**config.mk**
```make
export PLATFORM = sky130hd
export DESIGN_NAME = imm_ext_pipe
export DESIGN_NICKNAME = d
export VERILOG_FILES = /design/src/rtl/imm_ext_pipe.sv
export SDC_FILE = /design/constraint.sdc
export NUM_CORES = 1
export LEC_CHECK = 0
export CORE_ASPECT_RATIO = 0.6
export CORE_MARGIN = 2
export CORE_UTILIZATION = 44
export CTS_BUF_LIST = sky130_fd_sc_hd__clkbuf_8
export DETAILED_ROUTE_END_ITERATION = 16
export GPL_TIMING_DRIVEN = 0
export HOLD_SLACK_MARGIN = 0.1
export PLACE_DENSITY = 0.73
export SYNTH_ARGS = -nofsm -noshare
export SYNTH_HDL_FRONTEND = slang
export SYNTH_SLANG_ARGS = --single-unit
```
**constraint.sdc**
```tcl
create_clock -name clk_i -period 4.39 [get_ports clk_i]
set_clock_uncertainty 0.15 [all_clocks]
set_input_delay 0.439 -clock clk_i [delete_from_list [all_inputs] [get_ports clk_i]]
set_output_delay 0.439 -clock clk_i [all_outputs]
set_load 0.05 [all_outputs]
```
**src/rtl/imm_ext_pipe.sv**
```systemverilog
// Immediate-extension stage for the decode pipe: decodes the immediate of the incoming
// instruction and buffers {imm, tag, illegal} in a small valid/ready FIFO with flush.
module imm_ext_pipe #(
   parameter int XLEN   = 32,
   parameter int RVC_EN = 1,
   parameter int DEPTH  = 2,
   parameter int TAG_W  = 5
) (
   input  logic                       clk_i,
   input  logic                       rst_i,
   input  logic                       flush_i,
   input  logic                       valid_i,
   output logic                       ready_o,
   input  logic [31:0]                instr_i,
   input  logic [3:0]                 immType_i,
   input  logic [TAG_W-1:0]           tag_i,
   output logic                       valid_o,
   input  logic                       ready_i,
   output logic [XLEN-1:0]            imm_o,
   output logic [TAG_W-1:0]           tag_o,
   output logic                       illegal_o,
   output logic [$clog2(DEPTH+1)-1:0] count_o
);

   localparam int PTR_W = $clog2(DEPTH);
   localparam int CNT_W = $clog2(DEPTH+1);

   localparam logic [3:0] T_NO    = 4'd0;
   localparam logic [3:0] T_I     = 4'd1;
   localparam logic [3:0] T_S     = 4'd2;
   localparam logic [3:0] T_B     = 4'd3;
   localparam logic [3:0] T_U     = 4'd4;
   localparam logic [3:0] T_J     = 4'd5;
   localparam logic [3:0] T_Z     = 4'd6;
   localparam logic [3:0] T_CI    = 4'd8;
   localparam logic [3:0] T_CLUI  = 4'd9;
   localparam logic [3:0] T_C16SP = 4'd10;
   localparam logic [3:0] T_CIW   = 4'd11;
   localparam logic [3:0] T_CLSW  = 4'd12;
   localparam logic [3:0] T_CJ    = 4'd13;
   localparam logic [3:0] T_CB    = 4'd14;

   logic [31:0]      ins;
   logic [31:0]      imm32;
   logic             illegal_d;
   logic             rvc_ok;
   logic [XLEN-1:0]  imm_ext;
   logic             unused_opcode;

   assign ins           = instr_i;
   assign rvc_ok        = (RVC_EN != 0);
   assign unused_opcode = ^instr_i[1:0];

   // imm32 holds the value already extended to 32 bits; zero-extended types keep bit 31 clear,
   // so widening to 64 bits by replicating bit 31 is correct for every type.
   always_comb begin
      imm32     = 32'h0;
      illegal_d = 1'b0;
      case (immType_i)
         T_NO:    imm32 = 32'h0;
         T_I:     imm32 = {{20{ins[31]}}, ins[31:20]};
         T_S:     imm32 = {{20{ins[31]}}, ins[31:25], ins[11:7]};
         T_B:     imm32 = {{19{ins[31]}}, ins[31], ins[7], ins[30:25], ins[11:8], 1'b0};
         T_U:     imm32 = {ins[31:12], 12'h000};
         T_J:     imm32 = {{11{ins[31]}}, ins[31], ins[19:12], ins[20], ins[30:21], 1'b0};
         T_Z:     imm32 = {27'h0, ins[19:15]};
         T_CI:    imm32 = {{26{ins[12]}}, ins[12], ins[6:2]};
         T_CLUI:  imm32 = {{14{ins[12]}}, ins[12], ins[6:2], 12'h000};
         T_C16SP: imm32 = {{22{ins[12]}}, ins[12], ins[4:3], ins[5], ins[2], ins[6], 4'h0};
         T_CIW:   imm32 = {22'h0, ins[10:7], ins[12:11], ins[5], ins[6], 2'b00};
         T_CLSW:  imm32 = {25'h0, ins[5], ins[12:10], ins[6], 2'b00};
         T_CJ:    imm32 = {{20{ins[12]}}, ins[12], ins[8], ins[10:9], ins[6], ins[7], ins[2],
                           ins[11], ins[5:3], 1'b0};
         T_CB:    imm32 = {{23{ins[12]}}, ins[12], ins[6:5], ins[2], ins[11:10], ins[4:3], 1'b0};
         default: begin
            imm32     = 32'h0;
            illegal_d = 1'b1;
         end
      endcase
      if (!rvc_ok && immType_i[3] && (immType_i != 4'd15)) begin
         imm32     = 32'h0;
         illegal_d = 1'b1;
      end
   end

   generate
      if (XLEN == 64) begin : g_x64
         assign imm_ext = {{32{imm32[31]}}, imm32};
      end else begin : g_x32
         assign imm_ext = imm32;
      end
   endgenerate

   logic [XLEN-1:0]  imm_mem [DEPTH];
   logic [TAG_W-1:0] tag_mem [DEPTH];
   logic             ill_mem [DEPTH];

   logic [PTR_W-1:0] wptr_q, wptr_d;
   logic [PTR_W-1:0] rptr_q, rptr_d;
   logic [CNT_W-1:0] count_q, count_d;
   logic             push;
   logic             pop;

   // valid/ready: a transfer happens on an edge where both are high; ready_o and valid_o
   // depend only on the registered occupancy, so neither side sees a combinational path.
   assign ready_o = (count_q != CNT_W'(DEPTH));
   assign valid_o = (count_q != '0);
   assign push    = valid_i && ready_o;
   assign pop     = valid_o && ready_i;

   always_comb begin
      wptr_d  = wptr_q;
      rptr_d  = rptr_q;
      count_d = count_q;
      if (rst_i || flush_i) begin
         wptr_d  = '0;
         rptr_d  = '0;
         count_d = '0;
      end else begin
         if (push) wptr_d = wptr_q + PTR_W'(1);
         if (pop)  rptr_d = rptr_q + PTR_W'(1);
         if (push && !pop)      count_d = count_q + CNT_W'(1);
         else if (pop && !push) count_d = count_q - CNT_W'(1);
      end
   end

   always_ff @(posedge clk_i) begin
      if (rst_i) begin
         wptr_q  <= '0;
         rptr_q  <= '0;
         count_q <= '0;
      end else begin
         wptr_q  <= wptr_d;
         rptr_q  <= rptr_d;
         count_q <= count_d;
      end
   end

   // Payload is not reset; a write dropped by flush/reset is never exposed since wptr does not move.
   always_ff @(posedge clk_i) begin
      if (push) begin
         imm_mem[wptr_q] <= imm_ext;
         tag_mem[wptr_q] <= tag_i;
         ill_mem[wptr_q] <= illegal_d;
      end
   end

   assign imm_o     = imm_mem[rptr_q];
   assign tag_o     = tag_mem[rptr_q];
   assign illegal_o = ill_mem[rptr_q];
   assign count_o   = count_q;

endmodule

```
==> flow_metrics.py <==
metrics = {
    "status": {
        "status": "completed",
    },
    "clocking": {
        "cts_resized": 0,
        "cts-root-buf": "clkbuf_8",
        "cts_inserted_buffers": 9,
        "clkTransAtPathRegs_ns": 0.08,
        "cts.htree.levels": 3,
        "tritoncts": "built",
        "insertion_delay_ns": 0.35,
        "holdBufCountCts": 0,
        "postCtsSetupBuffers": 0,
        "clockBufferDepth": 2,
        "clock-sinks": 81,
    },
    "drt": {
        "via_count": 2825,
        "drt-pass1-iter-count": 5,
        "avgRoutedWirePerCell_um": 20.00,
        "routed_via_density": 5.650,
        "drc": 0,
        "wl_um": 10000,
        "ant_nets": 0,
        "drt-initial-drc-count": 195,
    },
    "finish": {
        "stdcell_area_sq_um": 5146,
        "num_antenna_cells": 0,
        "layoutNonFillerInstCount": 500,
        "final_net_count": 431,
        "fill_cells": 701,
        "syn_to_final_growth_pct": 30.78,
        "drive_above_1_share_pct": 10.31,
    },
    "floorplanning": {
        "dieArea_sq_um": 9740,
        "start_util_pct": 45.82,
        "ioPinCount": 88,
        "core_area_sq_um": 8588,
        "die_y_um": 77.25,
        "die_w_um": 126.1,
        "rows": 26,
    },
    "yosys": {
        "synth-edff-count": 76,
        "syn_nets": 334,
        "ys.flop_type": "edfxtp_1",
        "ys_seq_elements": 81,
        "synth_area_sq_um": 3935,
        "yosys_warnings": 0,
        "yosysSeqAreaShare_pct": 60.54,
        "netlist_instances": 287,
        "postSynthAreaPerCell_sq_um": 13.71,
        "async_reset_ff_share_pct": 0,
        "synth_cell_types": 50,
    },
    "critical_path": {
        "cp-end-kind": "output pin",
        "arrival_ns": 2.71,
        "worstSetupPathType": "register to output pin",
        "required_ns": 3.80,
        "crit_fanout": 10,
        "crit_path_start_kind": "register",
    },
    "placement": {
        "place.gp.congestion": 0.9366,
        "post_dp_cell_area_sq_um": 4965,
        "dp_cells": 485,
        "port_buffers": 84,
        "place_ws_ns": 1.490,
        "hpwl_um": 7314,
    },
    "timing": {
        "rsz0062_at_grt": "false",
        "fin_setup_tns_ns": 0,
        "slew_violations": 0,
        "min_period_ns": 3.294,
        "fmax_ghz": 0.3036,
        "slew-limit-headroom_pct": 49.22,
        "setup_viol": 0,
        "hold_viol": 0,
        "final.period_utilization_pct": 75.04,
        "fin_ws_ns": 1.096,
        "worst_slew_pin_slew_ns": 0.7589,
    },
    "global_routing": {
        "overflow": 0,
        "grt_pass1_vias": 2753,
        "antenna_found_initial": 0,
        "grt_pass1_wl_um": 15670,
        "grt_max_degree": 37,
        "track_usage_pct": 21.52,
    },
    "power_and_ir_drop": {
        "peakVddDrop_mv": 0.1661,
        "p_leak_nw": 1.931,
        "design_power_total_w": 0.001948,
        "powerDensity_nw_per_um2": 378.5,
    },
    "min_path": {
        "hold_class": "register to register",
    },
    "job": {
        "maxCapViolCount": 0,
    },
}
==> flip-flops by register name, indices dropped and copies added (netlist names), named ones only <==
signal,flops
count_o,2
ill_mem,2
imm_mem,64
rptr_q,1
tag_mem,10
wptr_q,1
==> placed cells by master (no fill, tap or decap), types with 6 or more instances in the layout <==
| master | instances |
|---|---|
| clkdlybuf4s50_1 | 84 |
| edfxtp_1 | 76 |
| mux2_1 | 38 |
| a21o_1 | 16 |
| nand2_1 | 15 |
| buf_2 | 10 |
| nor2_1 | 9 |
| nand3_1 | 9 |
| clkbuf_8 | 9 |
| mux2i_1 | 8 |
| a221o_1 | 7 |
| a31oi_1 | 6 |
| nor3_1 | 6 |
==> logic make-up (layout without fill, tap and decap cells) <==
| logic type | after synthesis | in the layout | synth area share (%) |
|---|---|---|---|
| buffers and inverters | 26 | 127 | 3.466 |
| AND/OR/NAND/NOR | 59 | 59 | 7.758 |
| flip-flops | 81 | 81 | 60.54 |
| AO/OA/AOI/OAI | 68 | 68 | 13.67 |
| multiplexers | 46 | 46 | 12.91 |
| adder cells (fa/ha/maj) | 1 | 1 | 0.3179 |
| XOR/XNOR | 6 | 6 | 1.335 |
==> metrics by stage <==
| stage | util (%) | hold slack [ns] |
|---|---|---|
| after floorplan | - | 0.3657 |
| after global placement | 57.24 | 0.3930 |
| after detailed placement | 57.81 | 0.3968 |
| after CTS | 59.92 | 0.4159 |
| after global routing | 59.92 | 0.4350 |
| final | 59.92 | 0.4069 |
==> metal layers <==
metal  wire, um  track usage (%)
met1       5048            33.69
met2       3959            28.01
met3        896            6.699
met4         98            6.374
met5          0                0
==> report_power, final <==
| group | switching (W) | internal, W | leakage (nW) |
|---|---|---|---|
| Clock | 0.000265 | 0.000257 | 0.0967 |
| Combinational | 0.000316 | 0.000187 | 1.07 |
| Sequential | 0.0000120 | 0.000910 | 0.767 |
==> cells in the mapped netlist, drive strengths merged (4+ instances only) <==
library cell	instances	area, sq um
nand2	15	56.30
a221o	7	70.07
nand2b	4	25.02
nand3	9	45.04
buf	14	91.34
a22o	5	43.79
nor2b	6	47.54
nor3	6	30.03
mux2	38	427.9
a21o	16	120.1
o21ai	10	57.55
a31oi	6	37.54
nor2	11	43.80
mux2i	8	80.08
a21oi	4	20.02
edfxtp	76	2282
inv	7	26.28
dfxtp	5	100.1
xor2	5	43.79
clkbuf	5	18.77
==> critical path, cell delays in order (launching register included) <==
cell	delay, ns
dfxtp_1	0.33
clkbuf_1	0.48
buf_2	0.42
mux2_1	0.40
clkdlybuf4s50_1	0.71
==> layout make-up <==
type | count | area (sq um) | area share [%]
clock inverters | 6 | 57.56 | 1.118
plain buffers | 19 | 110.1 | 2.140
inverters | 7 | 26.28 | 0.5106
multi-input cells | 180 | 1425 | 27.69
flip-flops and latches | 81 | 2382 | 46.29
repair buffers | 86 | 880.8 | 17.12
clock buffers | 9 | 123.9 | 2.407
well taps | 112 | 140.1 | 2.723
==> final timing paths <==
kind	end	startpoint	cells past startpoint	slack [ns]
hold / removal	register	rptr_q	2	0.41
setup / recovery	imm_o[22]	register	4	1.10
hold reg to reg	register	rptr_q	2	0.41
setup reg to reg	imm_mem[0][20]	count_o[0]	4	2.48
(Power assumes the default switching activity.)
